$ cat src/rtl/smpc_pkg.sv
// Shared types and constants for the SMPC peripheral-port scanners.
// A pad phase's encoding is the {TH,TR} level driven to the port in that phase.
package smpc_pkg;

  typedef enum logic [1:0] {
    PH_ID  = 2'b11,
    PH_DIR = 2'b10,
    PH_BTN = 2'b01,
    PH_TRG = 2'b00
  } PadPhase_t;

  typedef enum logic [4:0] {
    ST_IDLE   = 5'b00001,
    ST_DRIVE  = 5'b00010,
    ST_SETTLE = 5'b00100,
    ST_SAMPLE = 5'b01000,
    ST_DONE   = 5'b10000
  } ScanState_t;

  localparam logic [2:0]  PAD_ID_DIGITAL = 3'b100;
  localparam logic [15:0] JOY_IDLE       = 16'hFFFF;
  localparam logic [6:0]  PORT_DDR_PAD   = 7'b1100000;

  // Phases run 11,10,01,00, so the inverted encoding is the nibble slot 0..3.
  function automatic logic [1:0] phase_slot(input PadPhase_t p);
    return ~p;
  endfunction

  function automatic PadPhase_t next_phase(input PadPhase_t p);
    return PadPhase_t'(p - 2'd1);
  endfunction

  function automatic logic [15:0] pad_word(input logic [3:0] n0, input logic [3:0] n1,
                                           input logic [3:0] n2, input logic [3:0] n3);
    if (n0[2:0] == PAD_ID_DIGITAL) return {n1, n2, n3, n0[3], PAD_ID_DIGITAL};
    return JOY_IDLE;
  endfunction

endpackage

$ cat src/rtl/smpc_pad_scan.sv
// Scans one Saturn digital pad through its four TH/TR phases and publishes
// the 16-bit active-low button word in one step once all nibbles are in.
module smpc_pad_scan
  import smpc_pkg::*;
#(
  parameter int unsigned SETTLE_CYC = 8
) (
  input  logic        CLK,
  input  logic        RST_N,
  input  logic        CE,
  input  logic        SCAN_REQ,
  input  logic [6:0]  P_I,
  output logic [6:0]  P_O,
  output logic [6:0]  P_DDR,
  output logic        BUSY,
  output logic        VALID,
  output logic        CONNECTED,
  output logic [15:0] JOY
);

  localparam logic [7:0] SETTLE_LOAD = 8'(SETTLE_CYC - 1);

  ScanState_t  r_state;
  ScanState_t  w_state_nxt;
  PadPhase_t   r_phase;
  logic [7:0]  r_cnt;
  logic [3:0]  r_nib [4];
  logic [1:0]  r_thtr;
  logic        r_busy;
  logic        r_valid;
  logic        r_connected;
  logic [15:0] r_joy;

  logic w_start;
  logic w_drive;
  logic w_count;
  logic w_sample;
  logic w_done;
  logic w_unused_pins;

  // NOTE: sequential state uses non-blocking assignments so every register
  // samples pre-edge values, independent of process ordering.
  always_ff @(posedge CLK or negedge RST_N) begin
    if (!RST_N) begin
      r_state <= ST_IDLE;
    end else if (CE) begin
      r_state <= w_state_nxt;
    end
  end

  // NOTE: every comb output gets a default first so no path infers a latch.
  always_comb begin
    w_state_nxt = r_state;
    case (r_state)
      ST_IDLE:   if (SCAN_REQ) w_state_nxt = ST_DRIVE;
      ST_DRIVE:  w_state_nxt = ST_SETTLE;
      ST_SETTLE: if (r_cnt == 8'd0) w_state_nxt = ST_SAMPLE;
      ST_SAMPLE: w_state_nxt = (r_phase == PH_TRG) ? ST_DONE : ST_DRIVE;
      ST_DONE:   w_state_nxt = ST_IDLE;
      default:   w_state_nxt = ST_IDLE;
    endcase
  end

  always_comb begin
    w_start  = 1'b0;
    w_drive  = 1'b0;
    w_count  = 1'b0;
    w_sample = 1'b0;
    w_done   = 1'b0;
    case (r_state)
      ST_IDLE:   w_start  = SCAN_REQ;
      ST_DRIVE:  w_drive  = 1'b1;
      ST_SETTLE: w_count  = 1'b1;
      ST_SAMPLE: w_sample = 1'b1;
      ST_DONE:   w_done   = 1'b1;
      default:   ;
    endcase
  end

  // NOTE: the nibble store is reset like any other register, so an aborted
  // scan can never leak stale nibbles into a later result.
  always_ff @(posedge CLK or negedge RST_N) begin
    if (!RST_N) begin
      r_phase     <= PH_ID;
      r_cnt       <= 8'd0;
      r_thtr      <= 2'b11;
      r_busy      <= 1'b0;
      r_valid     <= 1'b0;
      r_connected <= 1'b0;
      r_joy       <= JOY_IDLE;
      for (int i = 0; i < 4; i++) r_nib[i] <= 4'h0;
    end else if (CE) begin
      r_valid <= 1'b0;
      if (w_start) begin
        r_busy  <= 1'b1;
        r_phase <= PH_ID;
      end
      if (w_drive) begin
        r_thtr <= r_phase;
        r_cnt  <= SETTLE_LOAD;
      end
      if (w_count && r_cnt != 8'd0) r_cnt <= r_cnt - 8'd1;
      if (w_sample) begin
        r_nib[phase_slot(r_phase)] <= P_I[3:0];
        if (r_phase != PH_TRG) r_phase <= next_phase(r_phase);
      end
      // Result registers change only here, so a half-scanned word is never visible.
      if (w_done) begin
        r_thtr      <= 2'b11;
        r_busy      <= 1'b0;
        r_valid     <= 1'b1;
        r_joy       <= pad_word(r_nib[0], r_nib[1], r_nib[2], r_nib[3]);
        r_connected <= (r_nib[0][2:0] == PAD_ID_DIGITAL);
      end
    end
  end

  // TH/TR/TL read-back is not needed by the scan.
  assign w_unused_pins = ^P_I[6:4];

  assign P_O       = {r_thtr, 5'b00000};
  assign P_DDR     = PORT_DDR_PAD;
  assign BUSY      = r_busy;
  assign VALID     = r_valid;
  assign CONNECTED = r_connected;
  assign JOY       = r_joy;

endmodule

$ cat config.mk
export PLATFORM = sky130hd
export DESIGN_NAME = smpc_pad_scan
export DESIGN_NICKNAME = d
export VERILOG_FILES = /design/src/rtl/smpc_pkg.sv /design/src/rtl/smpc_pad_scan.sv
export SDC_FILE = /design/constraint.sdc
export NUM_CORES = 1
export LEC_CHECK = 0
export CAP_MARGIN = 40
export CORE_ASPECT_RATIO = 1.5
export CORE_MARGIN = 3
export CORE_UTILIZATION = 40
export CTS_CLUSTER_DIAMETER = 40
export DETAILED_ROUTE_END_ITERATION = 8
export DONT_BUFFER_PORTS = 1
export SETUP_SLACK_MARGIN = 0.15
export SLEW_MARGIN = 20
export SYNTH_ARGS = -nofsm -noshare
export SYNTH_HDL_FRONTEND = slang
export SYNTH_SLANG_ARGS = --single-unit
$ cat constraint.sdc
create_clock -name CLK -period 2.35 [get_ports CLK]
set_clock_uncertainty 0.15 [all_clocks]
set_input_delay 0.5875 -clock CLK [delete_from_list [all_inputs] [get_ports CLK]]
set_output_delay 0.5875 -clock CLK [all_outputs]
set_load 0.1 [all_outputs]
Word-level counts from Yosys, hierarchy flattened:

Cells that the tools add are included.

* logic and storage cells: 68
* bits in registers: 52
* output and inout bits: 33
* input port bits: 11

* $add $sub $neg: 2
* multiplexer cells: 27
* reductions and logical operators: 15
* bitwise gates (word level): 2
* magnitude comparators: 2
* equal/unequal tests: 8

Operator list (number)
* 2-to-1 mux 16 bit: 2
* one-hot mux 5 bit (4 select lines): 1
* bitwise mux 16 bit: 1
* 2-to-1 mux 8 bit: 2
* 2-to-1 mux 5 bit: 3
* 2-to-1 mux 1 bit: 11
* 2-to-1 mux 2 bit: 5
* AND reduction 2 bit: 5
* demux 4 bit (select 2 bit): 1
* zero test 8 bit: 1
* nonzero test 2 bit: 4
* nonzero test 8 bit: 1
* subtractor 8 x 1 -> 8 bit, second input constant: 1
* == test 5 x 1 -> 1 bit, second input constant: 1
* == test 5 x 2 -> 1 bit, second input constant: 1
* == test 5 x 3 -> 1 bit, second input constant: 1
* == test 5 x 4 -> 1 bit, second input constant: 1
* == test 5 bit, second input constant: 1
* 2-to-1 mux 4 bit: 1
* inequality test 2 bit, second input constant: 2
* == test 3 bit, second input constant: 1
* greater-or-equal comparator 3 bit, second input constant: 1
* less-than comparator 3 x 1 -> 1 bit, second input constant: 1
* inverter 2 -> 3 bit: 1
* other kinds (5): 6

Logic depth before layout (Yosys ltp):

* depth in word-level cells: 7
* mapped depth: 6
* gate-level depth less buffers: 6

Worst setup path after synthesis:

OpenSTA, ideal clock, no wires.

* path type: reg-to-reg
* start point: register r_cnt[0]
* end point: register r_state[3]
* library setup time: 0.127 ns
* path slack: 0.224 ns
* clock period less this slack: 2.126 ns
* stages on the path, launching flop included: 7
* arrival: 1.849 ns
* data required time: 2.073 ns
* buffers on the path: 0
* cell sequence: dfrtp_1 > inv_1 > ha_1 > or4b_4 > o211ai_4 > o211a_1 > mux2_1

* cells in the longest elaborated chain, start to end: 3

Ends and longest elaborated chain
* from (decl): RTL line smpc_pad_scan.sv:26 `logic [7:0] r_cnt;`
* from (signal assigned): RTL line smpc_pad_scan.sv:102 `if (w_count && r_cnt != 8'd0) r_cnt <= r_cnt - 8'd1;`
* zero test 8 bit: RTL line smpc_pad_scan.sv:57 `ST_SETTLE: if (r_cnt == 8'd0) w_state_nxt = ST_SAMPLE;`
* inequality test 2 bit (no source line)
* AND reduction 3 bit (no source line)
* to (signal assigned): RTL line smpc_pad_scan.sv:47 `r_state <= w_state_nxt;`
* to (decl): RTL line smpc_pad_scan.sv:23 `ScanState_t r_state;`

Every way passes these cells.
A chain may end at the register's enable or synchronous reset.

Worst setup path in the final report:

* start point: register r_cnt[1]
* end point: register r_state[3]

Same word-level chain as after synthesis.

==> impl_results.html <==
<table>
<tr><th>Metric</th><th>Value</th></tr>
<tr><th colspan="2">Power and ir drop</th></tr>
<tr><td>Max VDD drop</td><td>0.000607 V</td></tr>
<tr><td>PwrDens</td><td>1110 mW/mm2</td></tr>
<tr><td>Pwr Total</td><td>0.00285 W</td></tr>
<tr><td>Static power due to leakage</td><td>1.18 nW</td></tr>
<tr><th colspan="2">Critical path</th></tr>
<tr><td>Standard cell with the maximum stage delay on the critical path</td><td>or4b_4</td></tr>
<tr><td>Crit path required time</td><td>2390 ps</td></tr>
<tr><td>Element type at the critical path end</td><td>flip-flop</td></tr>
<tr><td>Signal arrival time at the worst endpoint</td><td>2150 ps</td></tr>
<tr><td>CP bufs+invs</td><td>1</td></tr>
<tr><td>Critical path depth in cells</td><td>6</td></tr>
<tr><td>Launching point of the worst reg2reg path</td><td>r_cnt[1]</td></tr>
<tr><td>R2R setup slack</td><td>240 ps</td></tr>
<tr><td>Crit path largest cell delay</td><td>500 ps</td></tr>
<tr><td>Setup crit start</td><td>r_cnt[1]</td></tr>
<tr><td>Cell class contributing the biggest share of worst-path delay</td><td>simple AND/OR/NAND/NOR gates</td></tr>
<tr><td>R2r worst-path depth</td><td>6</td></tr>
<tr><td>Endpoint of the worst-slack reg-to-reg timing path</td><td>r_state[3]</td></tr>
<tr><td>Category of the worst setup path launch point</td><td>flip-flop</td></tr>
<tr><td>Highest fanout seen on the critical path</td><td>3</td></tr>
<tr><td>Critical Setup Path Class</td><td>flip-flop to flip-flop</td></tr>
<tr><td>Chain of cells forming the critical path</td><td>inv_1 -&gt; ha_1 -&gt; or4b_4 -&gt; o211ai_4 -&gt; o211a_1 -&gt; mux2_1</td></tr>
<tr><td>Destination of the critical timing path</td><td>r_state[3]</td></tr>
<tr><th colspan="2">Clock network</th></tr>
<tr><td>Clock buffers created by TritonCTS</td><td>5</td></tr>
<tr><td>Clock insertion delay at the later pin of the skew report</td><td>310 ps</td></tr>
<tr><td>Clock tree sinks</td><td>50</td></tr>
<tr><td>Buffer levels on the longest clock path</td><td>2</td></tr>
<tr><td>Clock tree root buffer cell</td><td>clkbuf_8</td></tr>
<tr><td>TritonCTS clock tree</td><td>built</td></tr>
<tr><td>Clock-pin slew reported for the worst setup and hold paths after clock tree synthesis</td><td>100 ps</td></tr>
<tr><td>H-tree depth</td><td>2</td></tr>
<tr><th colspan="2">STA</th></tr>
<tr><td>Highest clock rate</td><td>0.474 GHz</td></tr>
<tr><td>Setup repair after global routing missed its margin</td><td>false</td></tr>
<tr><td>Post-route setup TNS</td><td>0 ps</td></tr>
<tr><td>Final critical-path share of the clock period</td><td>89.8%</td></tr>
<tr><td>Worst Slack Setup Final</td><td>240 ps</td></tr>
<tr><td>Final hold violation count</td><td>0</td></tr>
<tr><td>Final Setup Violations</td><td>0</td></tr>
<tr><td>Time the final worst path needs with I/O delays and setup</td><td>2110 ps</td></tr>
<tr><td>Worst-margin pin slew</td><td>521 ps</td></tr>
<tr><td>Remaining max-slew budget at the tightest pin</td><td>65.3%</td></tr>
<tr><td>Number of pins exceeding their max-slew limit in the final report</td><td>0</td></tr>
<tr><th colspan="2">Routing</th></tr>
<tr><td>DRT Wirelength</td><td>4690 um</td></tr>
<tr><td>Wire length per cell</td><td>16.8 um</td></tr>
<tr><td>Starting DRC count in detailed routing</td><td>63</td></tr>
<tr><td>Total via count after detailed routing</td><td>1508</td></tr>
<tr><td>Number of design rule violations left after detail routing</td><td>0</td></tr>
<tr><td>Vias per Instance</td><td>5.41</td></tr>
<tr><td>Antenna violation net count after detailed routing</td><td>0</td></tr>
<tr><td>First-pass iteration count of the detailed router</td><td>4</td></tr>
<tr><th colspan="2">Place</th></tr>
<tr><td>Total placed cells including tap cells</td><td>268</td></tr>
<tr><td>Placer's final routability congestion estimate</td><td>0.769</td></tr>
<tr><td>Worst setup timing slack at the placement stage</td><td>217 ps</td></tr>
<tr><td>Count of port buffers added during placement</td><td>0</td></tr>
<tr><td>Detailed Place HPWL</td><td>3290 um</td></tr>
<tr><th colspan="2">Die</th></tr>
<tr><td>Die Outline Area</td><td>0.00693 mm2</td></tr>
<tr><td>Chip width</td><td>69.0 um</td></tr>
<tr><td>Y dimension of the die</td><td>100 um</td></tr>
<tr><td>Std-Cell Core Area</td><td>0.00562 mm2</td></tr>
<tr><td>Boundary pin count</td><td>44</td></tr>
<tr><td>Placement row count</td><td>33</td></tr>
<tr><td>Starting density of the core</td><td>42.4%</td></tr>
<tr><th colspan="2">Yosys</th></tr>
<tr><td>Most used flip-flop cell after synthesis</td><td>dfrtp_1</td></tr>
<tr><td>Number of enable-type register cells in the synthesized netlist</td><td>0</td></tr>
<tr><td>Top cells by area in the synthesized netlist</td><td>dfrtp_1, dfstp_2, mux2_2, o22a_1, buf_4</td></tr>
<tr><td>Synthesized netlist cell count</td><td>202</td></tr>
<tr><td>Area share of the leading cell type in the synthesized netlist</td><td>32.6%</td></tr>
<tr><td>Count of synthesis-stage warnings from yosys</td><td>0</td></tr>
<tr><td>Number of distinct standard cells referenced by the synthesized netlist</td><td>49</td></tr>
<tr><td>Cell type with the largest total area after synthesis</td><td>dfrtp_1</td></tr>
<tr><td>Number of synthesized register bits</td><td>50</td></tr>
<tr><td>Seq/Total Area, Yosys</td><td>53.6%</td></tr>
<tr><td>Fraction of registers with async set/reset</td><td>100%</td></tr>
<tr><td>Netlist area before placement</td><td>0.00238 mm2</td></tr>
<tr><td>Average cell area after synthesis</td><td>11.8 um2</td></tr>
<tr><th colspan="2">Global route</th></tr>
<tr><td>Maximum number of pins on one net before global-route repair</td><td>51</td></tr>
<tr><td>Global-route wire length before repair</td><td>7870 um</td></tr>
<tr><td>Vias in the first global route</td><td>1563</td></tr>
<tr><td>GR Util All Layers</td><td>15.3%</td></tr>
<tr><td>Number of antenna violations at the first check in global routing</td><td>0</td></tr>
<tr><td>Global route overflow</td><td>0</td></tr>
<tr><th colspan="2">Cells and area</th></tr>
<tr><td>Final layout net count</td><td>221</td></tr>
<tr><td>Final antenna diode count</td><td>0</td></tr>
<tr><td>Final Non-Filler Cells</td><td>279</td></tr>
<tr><td>Number of filler instances in the final layout</td><td>543</td></tr>
<tr><td>Share of cells above drive strength 1</td><td>29.2%</td></tr>
<tr><td>Area overhead of the layout relative to synthesis</td><td>7.89%</td></tr>
<tr><th colspan="2">Hold path</th></tr>
<tr><td>Hold Crit Class</td><td>primary input to flip-flop</td></tr>
<tr><th colspan="2">Run status</th></tr>
<tr><td>Result of the run</td><td>complete, no violations</td></tr>
<tr><th colspan="2">Job</th></tr>
<tr><td>Max-cap violations</td><td>0</td></tr>
</table>
## cell type report
class | instances | area, um2 | area share (%)
Sequential cell | 50 | 1270 | 49.7
Multi-Input combinational cell | 134 | 978 | 38.1
Timing Repair Buffer | 10 | 110 | 4.29
Tap cell | 70 | 87.6 | 3.41
Clock buffer | 6 | 72.6 | 2.83
Inverter | 7 | 26.3 | 1.02
Clock inverter | 2 | 17.5 | 0.682
## how the worst min path moves through the flow
stage                     depth (start not counted)   from         end  slack (ps)
after floorplan                                   0  RST_N        BUSY         140
final                                             1     CE  r_state[4]         220
after global routing                              1     CE  r_state[4]         210
after CTS                                         1     CE  r_state[4]         210
after global placement                            0  RST_N    r_cnt[7]         140
after detailed placement                          0  RST_N    r_cnt[6]         140
## cells in the final DEF (no fill, tap or decap), types with 3 or more instances in the layout
master    count
dfstp_2      19
mux2_2       15
o22a_1       16
nor3_1        3
o22ai_1       3
o21ai_0       7
conb_1       13
a21oi_1       3
nand2_1      15
buf_4         7
nor2_1       10
dfrtp_1      31
nand3_1       5
clkbuf_8      5
o211ai_1      4
inv_1         6
o31ai_1       3
## flip-flops by register name (all words and copies together), names as in the netlist
register   count
r_nib         16
CONNECTED      1
BUSY           1
VALID          1
JOY           14
r_thtr         2
r_phase        2
r_state        5
r_cnt          8
## timing repair
action                                  4_1_cts  5_1_grt
hold buffers                                  2        0
endpoints found under the setup margin        0        4
endpoints found under the hold margin        50        0
resized for setup                             0        1
setup buffers                                 0        1
## kinds of logic after synthesis
logic type | after synthesis | synth area share (%)
fa+ha+maj | 2 | 1.05
compound gates | 47 | 15.4
other cells | 2 | 0.316
flops | 50 | 53.6
buf+inv | 29 | 7.05
simple gates | 54 | 14.2
mux | 17 | 8.04
xor+xnor | 1 | 0.368
## cell usage after synthesis, types with 2 or more instances
library cell and n:
mux2_2 15, o22a_1 16, clkbuf_1 3, ha_1 2, nand2_1 15, nand4b_1 2, o21a_1 2, o21ai_0 7
a21oi_1 3, nand3_1 5, buf_4 14, buf_2 5, dfrtp_1 31, and3_1 2, o211ai_1 4, inv_1 7
dfstp_2 19, conb_1 2, o22ai_1 3, nor3_1 3, o31ai_1 3, a21o_1 2, mux2_1 2, nor2_1 10
## metrics by stage
step | hold slack (ps) | cell area, um2 | utilization [%]
after floorplan | 142 | 2420 | -
after global placement | 144 | 2430 | 43.3
after detailed placement | 144 | 2430 | 43.3
after CTS | 208 | 2560 | 45.6
after global routing | 205 | 2570 | 45.7
final | 219 | 2570 | 45.7
## where the power goes
part / leakage, nW / internal (W) / total (W) / switching, W
clock network: 0.0462 / 0.000218 / 0.000513 / 0.000295
logic: 0.514 / 0.000324 / 0.000805 / 0.000481
registers: 0.615 / 0.00106 / 0.00154 / 0.000471
total: 1.18 / 0.00161 / 0.00285 / 0.00125
## routing by layer
metal	up-vias	part of all wire (%)	track usage [%]	wire [um]
li1	720	-	-	-
met1	752	40	17.9	1860
met2	28	54	25.7	2520
met3	8	4.9	4.35	228
met4	0	1.9	6.01	87
met5	-	0	0	0
(Power assumes the default switching activity.)
